## config.mk

```make
export PLATFORM = sky130hd
export DESIGN_NAME = instr_fetch_unit
export DESIGN_NICKNAME = d
export VERILOG_FILES = /design/src/rtl/mips_pkg.sv /design/src/rtl/next_pc_logic.sv /design/src/rtl/instr_fetch_unit.sv
export SDC_FILE = /design/constraint.sdc
export NUM_CORES = 1
export LEC_CHECK = 0
export ABC_AREA = 1
export BUFFER_PORTS_ARGS = -buffer_cell sky130_fd_sc_hd__buf_2
export CAP_MARGIN = 10
export CORE_MARGIN = 5
export CORE_UTILIZATION = 35
export CTS_CLUSTER_DIAMETER = 80
export CTS_CLUSTER_SIZE = 24
export DETAILED_ROUTE_END_ITERATION = 10
export SLEW_MARGIN = 20
export SYNTH_ARGS = -nofsm -noshare
export SYNTH_HDL_FRONTEND = slang
export SYNTH_SLANG_ARGS = --single-unit
```

## constraint.sdc

```tcl
create_clock -name clk -period 3.65 [get_ports clk]
set_input_delay 0.73 -clock clk [delete_from_list [all_inputs] [get_ports clk]]
set_output_delay 0.73 -clock clk [all_outputs]
set_load 0.02 [all_outputs]
```

## src/rtl/mips_pkg.sv

```systemverilog
//==============================================================================
// Module      : mips_pkg
// Description : Shared definitions for the instruction fetch slice: MIPS
//               opcode / funct constants, fetch FSM state encoding and the
//               default reset PC.
// Revision    : 1.0 - initial release
//==============================================================================
`default_nettype none

package mips_pkg;

  // Primary opcodes (instr[31:26])
  localparam logic [5:0] OP_RTYPE = 6'h00;
  localparam logic [5:0] OP_LW    = 6'h23;
  localparam logic [5:0] OP_SW    = 6'h2B;
  localparam logic [5:0] OP_ADDI  = 6'h08;
  localparam logic [5:0] OP_BEQ   = 6'h04;
  localparam logic [5:0] OP_J     = 6'h02;

  // R-type function codes (instr[5:0])
  localparam logic [5:0] FN_ADD = 6'h20;
  localparam logic [5:0] FN_SUB = 6'h22;
  localparam logic [5:0] FN_AND = 6'h24;
  localparam logic [5:0] FN_OR  = 6'h25;
  localparam logic [5:0] FN_SLT = 6'h2A;

  // Fetch sequencer states
  typedef enum logic [1:0] {
    ST_RST   = 2'd0,
    ST_FETCH = 2'd1,
    ST_EXEC  = 2'd2
  } fetch_state_t;

  localparam logic [31:0] C_RESET_PC_DEFAULT = 32'h0000_0000;

endpackage : mips_pkg

`default_nettype wire

```

## src/rtl/next_pc_logic.sv

```systemverilog
//==============================================================================
// Module      : next_pc_logic
// Description : Pure combinational next-PC selection.
//               Ports:
//                 pc         in  32  current instruction address
//                 instr_idx  in  26  jump index field (instr[25:0])
//                 signimm_lo in  30  signimm[29:0]; upper bits shift out
//                 jump       in   1  j instruction (priority over branch)
//                 branch     in   1  beq instruction
//                 zero       in   1  ALU zero flag
//                 pc_plus4   out 32  pc + 4, wraps modulo 2^32
//                 next_pc    out 32  selected successor address
// Revision    : 1.0 - initial release
//==============================================================================
`default_nettype none

module next_pc_logic (
  input  logic [31:0] pc,
  input  logic [25:0] instr_idx,
  input  logic [29:0] signimm_lo,
  input  logic        jump,
  input  logic        branch,
  input  logic        zero,
  output logic [31:0] pc_plus4,
  output logic [31:0] next_pc
);

  logic [31:0] w_branch_target;
  logic [31:0] w_jump_target;

  // Plain 32-bit adds: carries out of bit 31 are discarded, giving the wrap.
  assign pc_plus4        = pc + 32'd4;
  assign w_branch_target = pc_plus4 + {signimm_lo, 2'b00};
  // Jump stays inside the 256 MB region of the delay-slot address.
  assign w_jump_target   = {pc_plus4[31:28], instr_idx, 2'b00};

  always_comb begin
    next_pc = pc_plus4;
    if (jump) begin
      next_pc = w_jump_target;
    end else if (branch && zero) begin
      next_pc = w_branch_target;
    end
  end

endmodule : next_pc_logic

`default_nettype wire

```

## src/rtl/instr_fetch_unit.sv

```systemverilog
//==============================================================================
// Module      : instr_fetch_unit
// Description : Holds the PC, fetches one word per instruction over a
//               variable-latency req/ready port and presents the instruction
//               to decode. Commits the next PC when the datapath retires.
//               Ports:
//                 clk, rst_n            clock / synchronous active-low reset
//                 imem_req/addr (out)   fetch request, address = pc
//                 imem_ready/rdata (in) fetch completion and data
//                 jump/branch/zero/signimm (in) next-PC controls
//                 retire (in)           commit next PC (EXEC only)
//                 instr/opcode/funct    instruction register and fields
//                 instr_valid           high in EXEC
//                 pc/pc_plus4           current address and its successor
//                 retired_cnt           wrapping retire counter
// Revision    : 1.0 - initial release
//==============================================================================
`default_nettype none

module instr_fetch_unit
  import mips_pkg::*;
#(
  parameter logic [31:0] RESET_PC = C_RESET_PC_DEFAULT
) (
  input  logic        clk,
  input  logic        rst_n,
  output logic        imem_req,
  output logic [31:0] imem_addr,
  input  logic        imem_ready,
  input  logic [31:0] imem_rdata,
  input  logic        jump,
  input  logic        branch,
  input  logic        zero,
  input  logic [31:0] signimm,
  input  logic        retire,
  output logic [31:0] instr,
  output logic [5:0]  opcode,
  output logic [5:0]  funct,
  output logic        instr_valid,
  output logic [31:0] pc,
  output logic [31:0] pc_plus4,
  output logic [31:0] retired_cnt
);

  fetch_state_t r_state;
  logic [31:0]  r_pc;
  logic [31:0]  r_instr;
  logic         r_instr_valid;
  logic         r_imem_req;
  logic [31:0]  r_retired_cnt;

  logic [31:0]  w_pc_plus4;
  logic [31:0]  w_next_pc;

  // signimm[31:30] are shifted out of the branch offset.
  logic         w_unused_signimm_hi;
  assign w_unused_signimm_hi = &{1'b0, signimm[31:30]};

  next_pc_logic u_next_pc (
    .pc         (r_pc),
    .instr_idx  (r_instr[25:0]),
    .signimm_lo (signimm[29:0]),
    .jump       (jump),
    .branch     (branch),
    .zero       (zero),
    .pc_plus4   (w_pc_plus4),
    .next_pc    (w_next_pc)
  );

  // imem_req and instr_valid are registered alongside the state so they are
  // glitch-free and never depend combinationally on imem_ready/imem_rdata.
  always_ff @(posedge clk) begin
    if (!rst_n) begin
      r_state       <= ST_RST;
      r_pc          <= RESET_PC;
      r_instr       <= 32'h0;
      r_instr_valid <= 1'b0;
      r_imem_req    <= 1'b0;
      r_retired_cnt <= 32'h0;
    end else begin
      case (r_state)
        ST_RST: begin
          r_state    <= ST_FETCH;
          r_imem_req <= 1'b1;
        end
        ST_FETCH: begin
          if (imem_ready) begin
            r_instr       <= imem_rdata;
            r_state       <= ST_EXEC;
            r_imem_req    <= 1'b0;
            r_instr_valid <= 1'b1;
          end
        end
        ST_EXEC: begin
          if (retire) begin
            r_pc          <= w_next_pc;
            r_retired_cnt <= r_retired_cnt + 32'd1;
            r_state       <= ST_FETCH;
            r_imem_req    <= 1'b1;
            r_instr_valid <= 1'b0;
          end
        end
        default: begin
          r_state       <= ST_RST;
          r_imem_req    <= 1'b0;
          r_instr_valid <= 1'b0;
        end
      endcase
    end
  end

  assign imem_req    = r_imem_req;
  assign imem_addr   = r_pc;
  assign instr       = r_instr;
  assign opcode      = r_instr[31:26];
  assign funct       = r_instr[5:0];
  assign instr_valid = r_instr_valid;
  assign pc          = r_pc;
  assign pc_plus4    = w_pc_plus4;
  assign retired_cnt = r_retired_cnt;

endmodule : instr_fetch_unit

`default_nettype wire

```

# After elaboration in Yosys (flattened, before gate mapping)
# Cells that the tools add are included.
# classes
add_sub_neg	3
n_mul	0
div_mod_pow	0
order_cmp	0
eq_ne	4
n_shift	0
muxes	11
bitwise_logic	1
n_reduce_logical	6
# op_table
operator	count
2-to-1 mux 32 bit	2
adder 32 x 1 -> 32 bit, second input constant	1
adder 32 x 3 -> 32 bit, second input constant	1
adder 32 bit	1
one-hot mux 1 bit (3 select lines)	2
one-hot mux 2 bit (3 select lines)	1
AND reduction 2 bit	3
2-to-1 mux 1 bit	4
2-to-1 mux 2 bit	2
inequality test 2 bit, second input constant	2
AND reduction 3 bit	1
== test 2 x 1 -> 1 bit, second input constant	1
== test 2 bit, second input constant	1
zero test 2 bit	1
logical AND 1 bit	1
inverter 1 bit	1
# word_totals
ff_bits	100
latchBits	0
ram_bits	0
rom_bits	0
input_bits	71
out_inout_bits	174
n_memories	0

# Depth between registers and ports, before layout
# logic_depth
depth_word	4
ltp_mapped	24
mapped_depth_nobuf	24

# Cells and area by module
# A second synthesis with hierarchy kept.
# unflattened
hier_cells	1352
hier_area_um2	8002.7
# modules_own_cells
mod	instances	cells_each	area_per_inst_um2	seq_area_each_um2
instr_fetch_unit	1	629	4440.5	1981.9
next_pc_logic	1	723	3562.2	0.0

# Worst setup path before layout
# No wires, ideal clock.
# synth_timing
path_kind	flip-flop to flip-flop
from	reg r_pc[2] (netlist: imem_addr[2])
to	reg r_pc[29] (netlist: imem_addr[29])
setup_time_ps	132
t_arrival_ps	2987
path_slack_ps	530
stages_incl_launch_ff	18
synth_period_minus_slack_ps	3120
cell_sequence	dfxtp_1 -> ha_1 -> nand2_1 -> nor2_1 -> nand2_1 -> nor2_2 -> xor2_1 -> ha_1 -> nand2_1 -> nand2_1 -> a21oi_1 -> o21ai_0 -> a21oi_1 -> nand2_1 -> nand2_1 -> nand3_1 -> nand2_1 -> a21oi_1
# synth_via
elab_chain_cells	4
# synth_lines
item	line_no	text
from (decl)	instr_fetch_unit.sv:46	logic [31:0] r_pc;
from (signal assigned)	instr_fetch_unit.sv:96	r_pc <= w_next_pc;
adder 32 x 3 -> 32 bit	next_pc_logic.sv:32	assign pc_plus4 = pc + 32'd4;
named net pc_plus4[18]	instr_fetch_unit.sv:41	output logic [31:0] pc_plus4,
adder 32 bit	next_pc_logic.sv:33	assign w_branch_target = pc_plus4 + {signimm_lo, 2'b00};
2-to-1 mux 32 bit	next_pc_logic.sv:41	end else if (branch && zero) begin
2-to-1 mux 32 bit	next_pc_logic.sv:39	if (jump) begin
# The timed path passes the listed nets, and every way through them passes these cells.
# A chain may end at the register's enable or synchronous reset.

# Worst setup path after layout
# layout_timing
from	reg r_pc[3] (netlist: imem_addr[3])
to	reg r_pc[24] (netlist: imem_addr[24])
# layout_via
elab_chain_cells	4
# layout_lines
item	line_no
adder 32 x 3 -> 32 bit (*)	next_pc_logic.sv:32
adder 32 bit	next_pc_logic.sv:33
2-to-1 mux 32 bit (*)	next_pc_logic.sv:41
2-to-1 mux 32 bit (*)	next_pc_logic.sv:39
# Mark *: on every way between the ends. The rest lies on a longest branch, timed or not.

==> results.py <==
metrics = {
    "synth": {
        "yosys.area.top_type": "dfxtp_1",
        "avgSynthCellArea_sq_um": 6.10,
        "synth-main-ff-cell": "dfxtp_1",
        "syn_inst": 1256,
        "synth_compound_area_share_pct": 16.2,
        "yosys.area_share.adder_pct": 6.31,
        "yosysWarnings": 0,
        "yosys-top-cells-area": "dfxtp_1, nand2_1, inv_1",
        "synth_mux_area_share_pct": 0,
        "async_flop_share_pct": 0,
        "netlist_area_sq_mm": 0.00766,
        "synth.distinct_cells": 40,
        "synthXorXnorAreaFrac_pct": 4.46,
        "yosys.area.top_type_share_pct": 25.4,
        "synth_edf_count": 0,
        "ys_ff_latch": 97,
        "synthSimpleGateAreaFrac_pct": 32.2,
        "synth_top_family_by_area": "simple AND/OR/NAND/NOR gates",
        "yosysSeqAreaShare_pct": 25.4,
    },
    "outcome": {
        "status": "finished clean",
    },
    "placed_design": {
        "place.gp.congestion": 0.928,
        "dpl-instance-area_sq_mm": 0.00885,
        "hpwl_mm": 22.1,
        "io_buffers": 236,
        "placedCellCount": 1715,
    },
    "min_path": {
        "hold_class": "reg2reg",
    },
    "sta": {
        "grt_setup_unrepaired": "false",
        "report.final.hold_viol_count": 0,
        "finClkSkew_ps": 8.31,
        "finalCritPeriodShare_pct": 92.9,
        "fin_crit_ps": 3390,
        "fmax_ghz": 0.295,
        "relSlewSlack_pct": 48.1,
        "setup_viol": 0,
        "slew_viol_final": 0,
        "worst_pin_slew_ps": 777,
        "setup_tns_ps": 0,
    },
    "worst_setup_path": {
        "startpoint_type": "register",
        "cpPeakStageDelay_ps": 400,
        "path_cells": "ha_1, nand2_1, nor2_1, nand2_1, nor2_4, nand2_1, xor2_1, inv_1, ha_1, nand2_1, nor2_1, nand2_1, nor2_1, nand2_1, nand3_1, nand2_1, nand3_1, nand2_1, nand2_1, a21oi_1",
        "end_kind": "register",
        "crit_slowest_cell": "ha_1",
        "worst_ep_required_time_ps": 3840,
        "crit_type": "reg2reg",
        "worstPathArrival_ps": 3580,
        "cp_max_fo": 6,
        "critPathMostFrequentCell": "nand2_1",
    },
    "routing": {
        "totalWireLength_mm": 27.0,
        "vias": 8480,
        "wl_per_cell_um": 15.6,
        "dr.pass1.iters": 5,
        "drc": 0,
        "vias_per_cell": 4.90,
        "drtIter0Drc": 496,
        "antenna_left": 0,
    },
    "global_routing": {
        "grt_max_degree": 41,
        "track_usage_pct": 21.0,
        "grt_pass1_vias": 7743,
        "grt_pass1_wl_mm": 41.2,
        "grt.overflow.total": 0,
        "antenna_found_initial": 0,
    },
    "die": {
        "coreArea_sq_mm": 0.0217,
        "num_io_pins": 245,
        "die-height_um": 158,
        "die_area_sq_mm": 0.0249,
        "num_rows": 54,
        "fp.dieW_um": 158,
        "initial_core_util_pct": 35.3,
    },
    "cells_and_area": {
        "areaGrowthSynthToFinish_pct": 19.4,
        "layout-drive-gt1-share_pct": 20.1,
        "final_area_sq_mm": 0.00914,
        "fin_util_pct": 42.2,
        "final_cells": 1731,
        "antennaDiodeCount": 0,
        "fin_nets": 1555,
    },
    "power_and_ir_drop": {
        "switchingPower_mw": 0.798,
        "p_per_area_mw_per_mm2": 277,
        "seqPwrFrac_pct": 44.6,
        "power_mw": 2.53,
        "pwr-share-clk_pct": 36.0,
        "cell_internal_pwr_mw": 1.73,
        "combPwrFrac_pct": 19.4,
        "power_leakage_nw": 4.69,
        "ir_drop_mv": 0.255,
        "p_sw_share_pct": 31.5,
    },
    "cts": {
        "insertion_delay_ps": 340,
        "cts_num_sinks": 97,
        "clk_path_buf_depth": 2,
        "h-tree-depth": 3,
        "cts-buffers-inserted": 9,
        "cts_tree": "done",
        "root_buffer": "clkbuf_16",
        "cts.reportedPaths.clkPinSlew_ps": 70,
    },
    "job": {
        "maxCapViolations": 0,
    },
}
-- per-layer routing --
layer / global-route usage, % / wire [um] / up-vias
li1: - / - / 4343
met1: 29.9 / 12600 / 3823
met2: 33.9 / 12000 / 295
met3: 2.95 / 2060 / 19
met4: 4.34 / 326 / 0
met5: 0 / 0 / -
-- area by class of cell --
cell class | count | area, sq um
tap | 280 | 350
sequential | 97 | 1940
clock buffer | 10 | 239
fill | 2397 | 12500
clock inverter | 6 | 43.8
inverter | 190 | 713
multi-input combinational | 897 | 4560
timing repair buffer | 251 | 1290
-- critical path: cells and delay by family (launching register included) --
| family | cells | cell delay, ps |
|---|---|---|
| flip-flops | 1 | 380 |
| buffers and inverters | 1 | 130 |
| adder cells (fa/ha/maj) | 2 | 620 |
| XOR/XNOR | 1 | 200 |
| AO/OA/AOI/OAI | 1 | 50 |
| AND/OR/NAND/NOR | 15 | 1850 |
-- power groups by stage --
stage                     Clock [mW]  Sequential [mW]  Combinational, mW
after floorplan                    0             1.19              0.288
after global placement             0             1.15              0.487
after detailed placement           0             1.15              0.490
after CTS                      0.933             1.13              0.492
after global routing           0.980             1.14              0.543
final                          0.911             1.13              0.491
-- cells by family after synthesis --
family | Yosys count
simple gates | 579
buf+inv | 267
compound gates | 235
flops | 97
xor+xnor | 39
fa+ha+maj | 38
other cells | 1
-- cell usage after synthesis (24+ instances only) --
cell type	number
a21oi_1	129
buf_4	48
clkbuf_1	26
dfxtp_1	97
ha_1	37
inv_1	181
nand2_1	345
nand3_1	61
nor2_1	99
nor3_1	24
o21ai_0	72
xor2_1	32
-- repair_timing --
action | 4_1_cts | 5_1_grt
setup endpoints to repair | 0 | 2
gates resized for setup | 0 | 1
buffers inserted | 0 | 0
hold buffers | 0 | 0
-- cell usage in the layout (no fill, tap or decap), drive strengths merged --
cell,instances
a211oi,3
a21o,2
a21oi,129
a22oi,3
a31oi,7
and2,3
and3,2
buf,251
clkbuf,10
clkinv,10
clkinvlp,1
conb,6
dfxtp,97
fa,1
ha,37
inv,185
nand2,350
nand3,62
nand3b,4
nand4,16
nor2,108
nor3,28
nor3b,1
nor4,3
o211ai,4
o21ai,79
o21bai,5
o221a,1
o221ai,2
or2,2
xnor2,7
xor2,32
-- final timing paths --
check                     from       endpoint  slack [ps]  cells past startpoint
setup / recovery  imem_addr[3]  imem_addr[24]         260                     20
hold reg to reg      instr[11]      instr[11]         460                      2
hold / removal       instr[11]      instr[11]         460                      2
setup reg to reg  imem_addr[3]  imem_addr[24]         260                     20
-- stage by stage --
step           hold slack [ps]  setup slack (ps)
2_1_floorplan              529               530
3_3_place_gp               444               322
3_5_place_dp               447               289
4_1_cts                    458               269
5_1_grt                    485              24.6
6_report                   459               259
-- flip-flops by register name (all words and copies together), names as in the netlist --
name         flops
imem_addr       30
imem_req         1
instr           32
retired_cnt     32
instr_valid      1
r_state          1
Power figures use the tool's default switching activity.
